==> src/rtl/multiword_add_pkg.sv <==
// Shared types and sizing helpers for the byte-serial multiword adder.
package multiword_add_pkg;

  typedef enum logic [1:0] {
    IDLE = 2'd0,
    RUN  = 2'd1,
    DONE = 2'd2
  } state_e;

  localparam int SLICE_W = 8;

  function automatic int calc_nslice(input int width);
    return width / SLICE_W;
  endfunction

  // A single-slice build still needs a 1-bit index register.
  function automatic int calc_idx_w(input int nslice);
    return (nslice > 1) ? $clog2(nslice) : 1;
  endfunction

endpackage

==> src/rtl/adder_slice8.sv <==
// Combinational 8-bit ripple-carry adder built from full-adder cells.
module adder_slice8 (
  input  logic [7:0] a_i,
  input  logic [7:0] b_i,
  input  logic       cin_i,
  output logic [7:0] sum_o,
  output logic       cout_o
);

  logic [8:0] carry_s;

  assign carry_s[0] = cin_i;

  for (genvar i = 0; i < 8; i++) begin : g_fa
    assign sum_o[i]       = a_i[i] ^ b_i[i] ^ carry_s[i];
    assign carry_s[i + 1] = (a_i[i] & b_i[i]) | (carry_s[i] & (a_i[i] ^ b_i[i]));
  end

  assign cout_o = carry_s[8];

endmodule

==> src/rtl/multiword_add_ctrl.sv <==
// WIDTH-bit add/subtract sequenced one byte per cycle through a single
// shared 8-bit slice, with valid/ready handshakes on operands and result.
module multiword_add_ctrl #(
  parameter int WIDTH = 32
) (
  input  logic             clk,
  input  logic             rst_n,
  input  logic             in_valid,
  output logic             in_ready,
  input  logic [WIDTH-1:0] a,
  input  logic [WIDTH-1:0] b,
  input  logic             sub,
  output logic             out_valid,
  input  logic             out_ready,
  output logic [WIDTH-1:0] sum,
  output logic             cout,
  output logic             overflow,
  output logic             busy
);

  import multiword_add_pkg::*;

  localparam int NSLICE = calc_nslice(WIDTH);
  localparam int IDX_W  = calc_idx_w(NSLICE);
  localparam logic [IDX_W-1:0] LAST_IDX = IDX_W'(NSLICE - 1);

  state_e           state_q, state_d;
  logic [IDX_W-1:0] idx_q, idx_d;
  logic [WIDTH-1:0] a_q, a_d;
  logic [WIDTH-1:0] b_q, b_d;
  logic [WIDTH-1:0] sum_q, sum_d;
  logic             carry_q, carry_d;
  logic             cout_q, cout_d;
  logic             ovf_q, ovf_d;

  logic [SLICE_W-1:0] slice_a_s, slice_b_s, slice_sum_s;
  logic               slice_cout_s;

  assign slice_a_s = a_q[SLICE_W*idx_q +: SLICE_W];
  assign slice_b_s = b_q[SLICE_W*idx_q +: SLICE_W];

  adder_slice8 u_slice (
    .a_i    (slice_a_s),
    .b_i    (slice_b_s),
    .cin_i  (carry_q),
    .sum_o  (slice_sum_s),
    .cout_o (slice_cout_s)
  );

  // Next-state logic: operand capture, per-slice accumulation, result hold.
  always_comb begin
    state_d = state_q;
    idx_d   = idx_q;
    a_d     = a_q;
    b_d     = b_q;
    sum_d   = sum_q;
    carry_d = carry_q;
    cout_d  = cout_q;
    ovf_d   = ovf_q;
    case (state_q)
      IDLE: begin
        if (in_valid) begin
          a_d     = a;
          b_d     = sub ? ~b : b;
          carry_d = sub;
          idx_d   = '0;
          sum_d   = '0;
          cout_d  = 1'b0;
          ovf_d   = 1'b0;
          state_d = RUN;
        end else begin
          state_d = IDLE;
        end
      end
      RUN: begin
        sum_d[SLICE_W*idx_q +: SLICE_W] = slice_sum_s;
        carry_d = slice_cout_s;
        if (idx_q == LAST_IDX) begin
          // Overflow uses the top result bit produced by this final slice.
          cout_d  = slice_cout_s;
          ovf_d   = (a_q[WIDTH-1] == b_q[WIDTH-1]) && (slice_sum_s[SLICE_W-1] != a_q[WIDTH-1]);
          idx_d   = '0;
          state_d = DONE;
        end else begin
          idx_d   = idx_q + IDX_W'(1);
        end
      end
      DONE: begin
        if (out_ready) begin
          state_d = IDLE;
        end else begin
          state_d = DONE;
        end
      end
      default: begin
        state_d = IDLE;
      end
    endcase
  end

  // State and datapath registers with synchronous active-low reset.
  always_ff @(posedge clk) begin
    if (!rst_n) begin
      state_q <= IDLE;
      idx_q   <= '0;
      a_q     <= '0;
      b_q     <= '0;
      sum_q   <= '0;
      carry_q <= 1'b0;
      cout_q  <= 1'b0;
      ovf_q   <= 1'b0;
    end else begin
      state_q <= state_d;
      idx_q   <= idx_d;
      a_q     <= a_d;
      b_q     <= b_d;
      sum_q   <= sum_d;
      carry_q <= carry_d;
      cout_q  <= cout_d;
      ovf_q   <= ovf_d;
    end
  end

  assign in_ready  = (state_q == IDLE);
  assign out_valid = (state_q == DONE);
  assign busy      = (state_q != IDLE);
  assign sum       = sum_q;
  assign cout      = cout_q;
  assign overflow  = ovf_q;

endmodule

==> config.mk <==
export PLATFORM = sky130hd
export DESIGN_NAME = multiword_add_ctrl
export DESIGN_NICKNAME = d
export VERILOG_FILES = /design/src/rtl/multiword_add_pkg.sv /design/src/rtl/adder_slice8.sv /design/src/rtl/multiword_add_ctrl.sv
export SDC_FILE = /design/constraint.sdc
export NUM_CORES = 1
export LEC_CHECK = 0
export BUFFER_PORTS_ARGS = -buffer_cell sky130_fd_sc_hd__buf_4
export CORE_ASPECT_RATIO = 0.6
export CORE_UTILIZATION = 50
export CTS_CLUSTER_SIZE = 30
export DETAILED_ROUTE_END_ITERATION = 10
export PLACE_DENSITY = 0.81
export SYNTH_ARGS = -nofsm -noshare
export SYNTH_HDL_FRONTEND = slang
export SYNTH_HIERARCHICAL = 1
export SYNTH_SLANG_ARGS = --single-unit
==> constraint.sdc <==
create_clock -name clk -period 7.3 [get_ports clk]
set_input_delay 0.73 -clock clk [delete_from_list [all_inputs] [get_ports clk]]
set_output_delay 0.73 -clock clk [all_outputs]
set_load 0.02 [all_outputs]
==> flow_summary_export.csv, run 1 <==
group,metric,value,unit
sta,hold_viol,0,
sta,fin_setup_tns,0,ns
logic_synthesis,synthArstFlopShare,0,%
sta,min_period,5.34,ns
sta,slew_headroom,33.3,%
worst_setup_path,cpPeakStageDelay,0.63,ns
logic_synthesis,synthDominantCellAreaShare,42.8,%
clock_network,clock_sinks,103,
final_layout,fin_util,63.5,%
clock_network,cts_buffer_depth,2,
floorplan,dieArea,10000,sq um
clock_network,cts_setup_buffers,0,
logic_synthesis,ys_top_cells_by_count,"145 x nand2_1, 103 x dfxtp_1, 32 x o211a_1, 32 x xnor2_1, 28 x a21boi_0",
global_routing,grtUsageTotal,24.0,%
worst_setup_path,cpMostUsedCell,"fa_1",
worst_setup_path,worst_ep_required_time,7.52,ns
place,place_congestion,0.840,
final_layout,fin_nets,658,
sta,holdWs,0.462,ns
logic_synthesis,synth-seq-cells,103,
place,place_ws,2.03,ns
floorplan,placementRows,27,
sta,worst_slew_pin_slew,1.00,ns
global_routing,antenna_found_initial,0,
worst_hold_path,hold_class,"reg2reg",
logic_synthesis,yosysMostFrequentCell,"nand2_1",
worst_setup_path,crit_slowest_cell,"dfxtp_1",
final_layout,drive_gt1_share,26.7,%
clock_network,cts_resized,0,
global_routing,grt_pass1_wl,18.4,mm
final_layout,instances_no_fill,710,
routing,route.detailed.drc,0,
logic_synthesis,avgSynthCellArea,9.73,sq um
sta,timing.final.ws_setup,1.96,ns
clock_network,ctsRootBufferMaster,"clkbuf_16",
final_layout,area_delta_synth_final,22.1,%
global_routing,grt_max_degree,114,
worst_setup_path,path_cells,"buf_4 -> mux4_2 -> fa_1 -> inv_1 -> fa_1 -> inv_1 -> fa_1 -> fa_1 -> fa_1 -> fa_1 -> fa_1 -> inv_1 -> fa_1 -> inv_1 -> and3b_1 -> a21oi_1 -> o22ai_1",
power,power_density,219,nW/um^2
global_routing,grt_use_met3,6.82,%
power,ir_drop,0.137,mV
floorplan,die_width,129,microns
global_routing,top_usage_layer,"met2",
place,placed_cells,694,
routing,drt-pass1-iter-count,5,
worst_setup_path,arrival,5.56,ns
logic_synthesis,ys.flop_type,"dfxtp_1",
worst_setup_path,cp_max_fo,13,
power,p_leak,0.00259,uW
logic_synthesis,synth_edf_count,0,
clock_network,path_clk_slew,0.07,ns
routing,viasPerCell,5.40,
worst_setup_path,critPathKind,"reg2reg",
place,portBuffers,105,
floorplan,initial_core_util,52.0,%
clock_network,htreeDepth,3,
worst_setup_path,endpoint_kind,"register",
logic_synthesis,ys_seq_area_share,42.8,%
clock_network,cts_tree,"built",
sta,setup_viol_count_final,0,
sta,max_freq,187,MHz
worst_setup_path,startpoint_type,"register",
global_routing,use_met2,37.1,%
final_layout,fillers,758,
clock_network,holdBufCountCts,0,
routing,num_vias,3836,
clock_network,cts_inserted_buffers,9,
routing,routed_wl,11.4,mm
sta,final_min_period_over_clock_period,73.2,%
logic_synthesis,yosys_warnings,6,
logic_synthesis,yosysTopAreaCell,"dfxtp_1",
floorplan,io_pins,106,
run,drv_cap,0,
logic_synthesis,yosys.cell_types.count,39,
logic_synthesis,synthCells,495,
floorplan,core,9260,sq um
routing,wl_per_cell,16.0,microns
global_routing,first_global_vias,3715,
global_routing,grt.overflow.total,0,
floorplan,dieHeight,78.0,microns
sta,maxSlewViolCount,0,
run_status,outcome,"completed",
worst_setup_path,cp_num_buf_inv,5,
place,hpwl,7.98,mm
sta,clock-skew-final,0.00798,ns
logic_synthesis,synthesis.nets,578,
global_routing,met1_usage,32.8,%
worst_setup_path,crit_family,"adder cells",
logic_synthesis,synth_area_leaders,"dfxtp_1 43%, nand2_1 11%, mux4_2 7.5%",
sta,rsz0062_at_grt,"no",
routing,ant_nets,0,
logic_synthesis,netlist_area,4810,sq um
final_layout,num_antenna_cells,0,
clock_network,clock_latency,0.35,ns
routing,drt_iter0_markers,353,
-- registers in the layout, indices dropped and copies added, names as in the netlist --
register / cells
a_q: 32
b_q: 32
carry_q: 1
cout: 1
idx_q: 2
overflow: 1
state_q: 2
sum: 32
-- report_power, final --
part / total, uW / internal [uW] / switching [uW] / leakage (uW)
combinational: 191 / 91.0 / 100 / 0.00161
sequential: 615 / 592 / 22.8 / 0.000843
clock: 482 / 275 / 207 / 0.000138
total: 1290 / 957 / 330 / 0.00259
-- per-stage QoR --
| stage | power (uW) | instance area, sq um |
|---|---|---|
| 2_1_floorplan | 750 | 4810 |
| 3_3_place_gp | 810 | 5580 |
| 3_5_place_dp | 816 | 5580 |
| 4_1_cts | 1290 | 5880 |
| 5_1_grt | 1340 | 5880 |
| 6_report | 1290 | 5880 |
-- worst min-delay path, cell delays in order (launching register included) --
cell and delay, ns:
dfxtp_1 0.31, nand2_1 0.06, o22ai_1 0.05
-- area by class of cell --
class                      count  area (sq um)  area share (%)
multi-input combinational    339          2500            42.4
sequential                   103          2060            35.1
timing repair buffer         107           803            13.7
clock buffer                  11           243            4.13
tap                          130           163            2.77
clock inverter                 5          57.6           0.979
inverter                      15          56.3           0.957
-- path summary, 6_finish.rpt --
kind                            startpoint        to  slack (ns)  depth (start not counted)
worst max-delay path              idx_q[0]  overflow        1.96                         17
worst min-delay path                sum[1]    sum[1]        0.46                          2
worst max register to register    idx_q[0]  overflow        1.96                         17
worst min register to register      sum[1]    sum[1]        0.46                          2
-- cells in the final DEF (no fill, tap or decap), drive strengths merged --
| cell type | count |
|---|---|
| nand2 | 146 |
| buf | 107 |
| dfxtp | 103 |
| o22ai | 35 |
| xnor2 | 32 |
| o211a | 32 |
| a21boi | 32 |
| mux4 | 16 |
| inv | 15 |
| clkbuf | 11 |
| fa | 8 |
| ha | 6 |
| a21oi | 6 |
| nor2 | 4 |
| o21ai | 3 |
| clkinvlp | 3 |
| nor2b | 2 |
| nand4 | 2 |
| o21a | 2 |
| and3b | 2 |
| nor3b | 1 |
| or4b | 1 |
| nand2b | 1 |
| nand4b | 1 |
| o21ba | 1 |
| and3 | 1 |
| nor4 | 1 |
| or3b | 1 |
| nor3 | 1 |
| and2 | 1 |
| nand3 | 1 |
| bufinv | 1 |
| clkinv | 1 |
-- logic make-up (layout without fill, tap and decap cells) --
group,Yosys count,after routing,share of synthesized area (%)
mux,16,16,7.48
compound gates,111,111,19.2
simple gates,166,166,14.4
xor+xnor,32,32,5.82
fa+ha+maj,14,14,4.89
buf+inv,53,138,5.46
flops,103,103,42.8
-- layer usage --
metal  part of all wire [%]  vias up
li1                       -     1859
met1                     47     1801
met2                     44      158
met3                    7.3       18
met4                    1.2        0
met5                      0        -
Note: power is estimated with default switching activity, not from simulation.
==> inputs of run 2 (changes only) <==
- clock period: 7.3 -> 5 ns (I/O delays scaled with it)
==> run 2 against run 1 <==
Against the previous run:
- via count down 0.29%
- register-to-register slack worse by 1.7 ns
- critical path depth down 1
- non-clock buffer count up 3
- total power up 49%
- sequential share of layout area down 0.21 points
- global-route usage down 0.66 points
- final area up 0.60%
- sequential power up 45%
- clock-buffer cell count down 2
- fmax up 12%
- routed wire length down 1.6%
- critical path type unchanged
==> flow_summary_export.csv, run 2 (same netlist as run 1, synthesis figures left out) <==
group,metric,value,unit
run_status,outcome,"completed",
place,placed_cells,697,
floorplan,core,9260,sq um
worst_setup_path,cp_max_fo,4,
clock_network,holdBufCountCts,0,
global_routing,grt_max_degree,114,
routing,route.detailed.drc,0,
worst_setup_path,startpoint_type,"register",
routing,drt_iter0_markers,256,
sta,setup_viol_count_final,0,
final_layout,instances_no_fill,713,
worst_hold_path,worstHoldPathCells,3,
worst_setup_path,arrival,4.99,ns
worst_setup_path,critPathKind,"reg2reg",
sta,final_min_period_over_clock_period,95.2,%
worst_setup_path,endpoint_kind,"register",
floorplan,dieArea,10000,sq um
power,power_density,323,nW/um^2
final_layout,fin_nets,661,
clock_network,cts_tree,"built",
global_routing,first_global_vias,3550,
clock_network,ctsRootBufferMaster,"clkbuf_16",
final_layout,area_delta_synth_final,22.9,%
sta,holdWs,0.401,ns
global_routing,grtUsageTotal,23.3,%
sta,slew_headroom,32.4,%
routing,drt-pass1-iter-count,5,
clock_network,cts_inserted_buffers,9,
global_routing,antenna_found_initial,0,
sta,fin_setup_tns,0,ns
sta,max_freq,210,MHz
clock_network,htreeDepth,3,
worst_setup_path,worst_ep_required_time,5.23,ns
power,p_leak,0.00262,uW
clock_network,clock_latency,0.35,ns
place,hpwl,8.19,mm
place,portBuffers,105,
routing,num_vias,3825,
final_layout,num_antenna_cells,0,
run,drv_cap,0,
final_layout,final_cell_mix,"145 x nand2_1, 110 x buf_4, 103 x dfxtp_1",
clock_network,cts_buffer_depth,2,
place,place_congestion,0.856,
sta,clock-skew-final,0.00348,ns
sta,rsz0062_at_grt,"no",
routing,routed_wl,11.2,mm
worst_hold_path,hold_class,"in2reg",
floorplan,dieHeight,78.0,microns
sta,worst_slew_pin_slew,1.01,ns
sta,min_period,4.76,ns
worst_setup_path,worst-r2r-cell-count,16,
clock_network,path_clk_slew,0.07,ns
routing,wl_per_cell,15.7,microns
routing,viasPerCell,5.36,
clock_network,cts_resized,0,
floorplan,die_width,129,microns
routing,ant_nets,0,
power,ir_drop,0.187,mV
clock_network,cts_setup_buffers,0,
floorplan,io_pins,106,
final_layout,drive_gt1_share,27.3,%
floorplan,placementRows,27,
sta,maxSlewViolCount,0,
global_routing,grt.overflow.total,0,
sta,hold_viol,0,
place,place_ws,0.273,ns
final_layout,final_common_cell,"nand2_1",
final_layout,stdcell_area,5920,sq um
floorplan,initial_core_util,52.0,%
sta,timing.final.ws_setup,0.242,ns
place,placed_area,5600,sq um
global_routing,grt_pass1_wl,17.8,mm
clock_network,clock_sinks,103,
run 2: cell count changes in the layout (fill, tap and decap cells not counted):
cell / change
clkinv_2: +3
clkbuf_1: -1
bufinv_16: +1
buf_4: +3
clkinvlp_4: -2
clkbuf_8: -1
run 2: final cells by class:
| type | count | area, sq um |
|---|---|---|
| Clock buffer | 9 | 225 |
| Clock inverter | 7 | 87.6 |
| Fill cell | 780 | 3340 |
| Inverter | 15 | 56.3 |
| Multi-Input combinational cell | 339 | 2500 |
| Sequential cell | 103 | 2060 |
| Tap cell | 130 | 163 |
| Timing Repair Buffer | 110 | 826 |
run 2: metrics by stage:
| stage | total power [uW] | util (%) |
|---|---|---|
| 2_1_floorplan | 1090 | - |
| 3_3_place_gp | 1180 | 60.5 |
| 3_5_place_dp | 1200 | 60.5 |
| 4_1_cts | 1920 | 63.9 |
| 5_1_grt | 1990 | 63.9 |
| 6_report | 1910 | 63.9 |
run 2: where the power goes:
part,internal [uW],switching [uW],leakage (uW)
combinational,134,151,0.00163
clock,435,300,0.000155
sequential,864,28.9,0.000843
run 2: final timing paths:
kind,slack (ns),startpoint,endpoint
setup / recovery,0.24,idx_q[0],overflow
hold / removal,0.40,a[2],a_q[2]
setup reg to reg,0.24,idx_q[0],overflow
hold reg to reg,0.46,sum[16],sum[16]
run 2: worst max-delay path, cell delays in order (launching register included):
cell and delay (ns):
dfxtp_1 0.41, mux4_2 0.55, fa_1 0.44, inv_1 0.08, fa_1 0.15, inv_1 0.05
fa_1 0.38, fa_1 0.41, fa_1 0.40, fa_1 0.40, fa_1 0.40, inv_1 0.09
fa_1 0.40, inv_1 0.09, and3b_1 0.18, a21oi_1 0.11, o22ai_1 0.09
run 2: layer usage:
metal  global-route usage, %  vias up  part of all wire [%]
li1                        -     1862                     -
met1                    33.2     1831                    48
met2                    35.1      119                    45
met3                    5.73       13                   5.8
met4                    6.47        0                   1.3
met5                       0        -                     0
==> inputs of run 3 (changes only) <==
- CTS_BUF_LIST: not set -> sky130_fd_sc_hd__clkbuf_4 sky130_fd_sc_hd__clkbuf_8
- CTS_CLUSTER_DIAMETER: not set -> 50
==> run 3 against run 2 <==
Against the previous run:
- sequential share of layout area increased by 0.61 points
- register-to-register slack about the same
- clock-buffer cell count unchanged
- largest cell class unchanged
- global-route usage increased by 0.12 points
- fmax about the same
- die area unchanged
- sequential cell count unchanged
==> flow_summary_export.csv, run 3 (same netlist as run 1, synthesis figures left out) <==
group,metric,value,unit
run_status,outcome,"completed",
routing,ant_nets,0,
clock_network,holdBufCountCts,0,
worst_setup_path,crit_slowest_cell,"mux4_2",
final_layout,instances_no_fill,713,
clock_network,ctsRootBufferMaster,"clkbuf_8",
clock_network,cts_tree,"built",
worst_setup_path,reg2reg_from,"idx_q[0]",
worst_hold_path,min_from,"a[2]",
routing,viasPerCell,5.34,
clock_network,path_clk_slew,0.09,ns
sta,rsz0062_at_grt,"no",
floorplan,die_width,129,microns
worst_setup_path,critPathKind,"reg2reg",
final_layout,multiInputGateArea,2500,sq um
sta,slew_headroom,33.1,%
sta,max_freq,210,MHz
sta,fin_setup_tns,0,ns
sta,clock-skew-final,0.00540,ns
sta,hold_viol,0,
global_routing,antenna_found_initial,0,
sta,min_period,4.76,ns
worst_setup_path,cpPeakStageDelay,0.55,ns
final_layout,fillers,797,
clock_network,cts_inserted_buffers,9,
sta,timing.final.ws_setup,0.242,ns
global_routing,grtUsageTotal,23.4,%
routing,num_vias,3805,
place,hpwl,8.19,mm
global_routing,grt_pass1_wl,17.9,mm
worst_setup_path,rr_endpoint,"overflow",
place,place_congestion,0.856,
routing,route.detailed.drc,0,
power,p_leak,0.00258,uW
worst_setup_path,worst-r2r-cell-count,16,
sta,setup_viol_count_final,0,
place,place_ws,0.273,ns
clock_network,cts_setup_buffers,0,
final_layout,drive_gt1_share,27.3,%
clock_network,clock_sinks,103,
routing,wl_per_cell,15.7,microns
worst_setup_path,endpoint_kind,"register",
global_routing,first_global_vias,3612,
worst_setup_path,cpMostUsedCell,"fa_1",
clock_network,htreeDepth,3,
floorplan,dieHeight,78.0,microns
worst_setup_path,startpoint_type,"register",
floorplan,core,9260,sq um
sta,final_min_period_over_clock_period,95.2,%
routing,wl_met2,5.09,mm
final_layout,seqCellArea,2060,sq um
floorplan,io_pins,106,
routing,topRoutingLayerUsed,"met4",
routing,routed_wl,11.2,mm
run,drv_cap,0,
routing,drt_iter0_markers,265,
clock_network,clock_latency,0.37,ns
sta,maxSlewViolCount,0,
worst_setup_path,cp_max_fo,4,
worst_setup_path,path_cells,"mux4_2 -> fa_1 -> inv_1 -> fa_1 -> inv_1 -> fa_1 -> fa_1 -> fa_1 -> fa_1 -> fa_1 -> inv_1 -> fa_1 -> inv_1 -> and3b_1 -> a21oi_1 -> o22ai_1",
global_routing,grt_max_degree,114,
worst_hold_path,hold_class,"in2reg",
power,power_density,298,nW/um^2
clock_network,cts_resized,0,
routing,drt-met1-wl,5.25,mm
floorplan,placementRows,27,
floorplan,initial_core_util,52.0,%
routing,wl_met3,731,microns
final_layout,area_delta_synth_final,20.8,%
worst_hold_path,worstHoldPathCells,3,
final_layout,fin_nets,661,
routing,drt-pass1-iter-count,5,
final_layout,final_common_cell,"nand2_1",
worst_hold_path,whs_endpoint,"a_q[2]",
power,ir_drop,0.136,mV
final_layout,num_antenna_cells,0,
place,portBuffers,105,
sta,worst_slew_pin_slew,1.00,ns
worst_setup_path,arrival,5.02,ns
final_layout,final_cell_mix,"145 x nand2_1, 110 x buf_4, 103 x dfxtp_1",
clock_network,cts_buffer_depth,2,
global_routing,grt.overflow.total,0,
place,placed_area,5600,sq um
place,placed_cells,697,
final_layout,stdcell_area,5810,sq um
floorplan,dieArea,10000,sq um
worst_setup_path,worst_ep_required_time,5.26,ns
worst_setup_path,r2r_slack,0.24,ns
==> run 3: cell count changes in the layout (fill, tap and decap cells not counted) <==
cell,before,now
clkbuf_16,9,0
clkbuf_8,0,9
==> run 3: cell type report <==
type,count,area share [%]
clock buffer,9,2.13
clock inverter,7,1.51
inverter,15,0.968
multi-input combinational,339,42.9
sequential,103,35.5
tap,130,2.80
timing repair buffer,110,14.2
==> run 3: report_power, final <==
group | total [uW] | switching (uW) | internal (uW) | leakage, uW
registers | 892 | 28.5 | 863 | 0.000843
clock network | 555 | 277 | 278 | 0.000109
logic | 285 | 150 | 134 | 0.00163
==> run 3: critical path, delay by kind of cell, from the launching register on <==
| family | cells | cell delay, ns |
|---|---|---|
| mux | 1 | 0.55 |
| compound gates | 2 | 0.21 |
| simple gates | 1 | 0.18 |
| fa+ha+maj | 8 | 2.96 |
| flops | 1 | 0.42 |
| buf+inv | 4 | 0.32 |
==> run 3: worst max-delay path by stage <==
stage	to	start	cells after the start	slack [ns]
after floorplan	overflow	idx_q[0]	18	0.06
after global placement	overflow	idx_q[0]	16	0.41
after detailed placement	overflow	idx_q[0]	16	0.27
after CTS	overflow	idx_q[0]	16	0.24
after global routing	sum[7]	idx_q[0]	15	0.03
final	overflow	idx_q[0]	16	0.24
==> run 3: metrics by stage <==
stage / hold slack, ns / power, uW / util, %
after floorplan: 0.432 / 1090 / -
after global placement: 0.446 / 1180 / 60.5
after detailed placement: 0.452 / 1200 / 60.5
after CTS: 0.361 / 1740 / 62.8
after global routing: 0.376 / 1810 / 62.8
final: 0.369 / 1730 / 62.8
==> run 3: per-layer routing <==
layer,vias up,track usage (%)
li1,1859,-
met1,1825,32.9
met2,110,35.8
met3,11,5.86
met4,0,6.59
met5,-,0
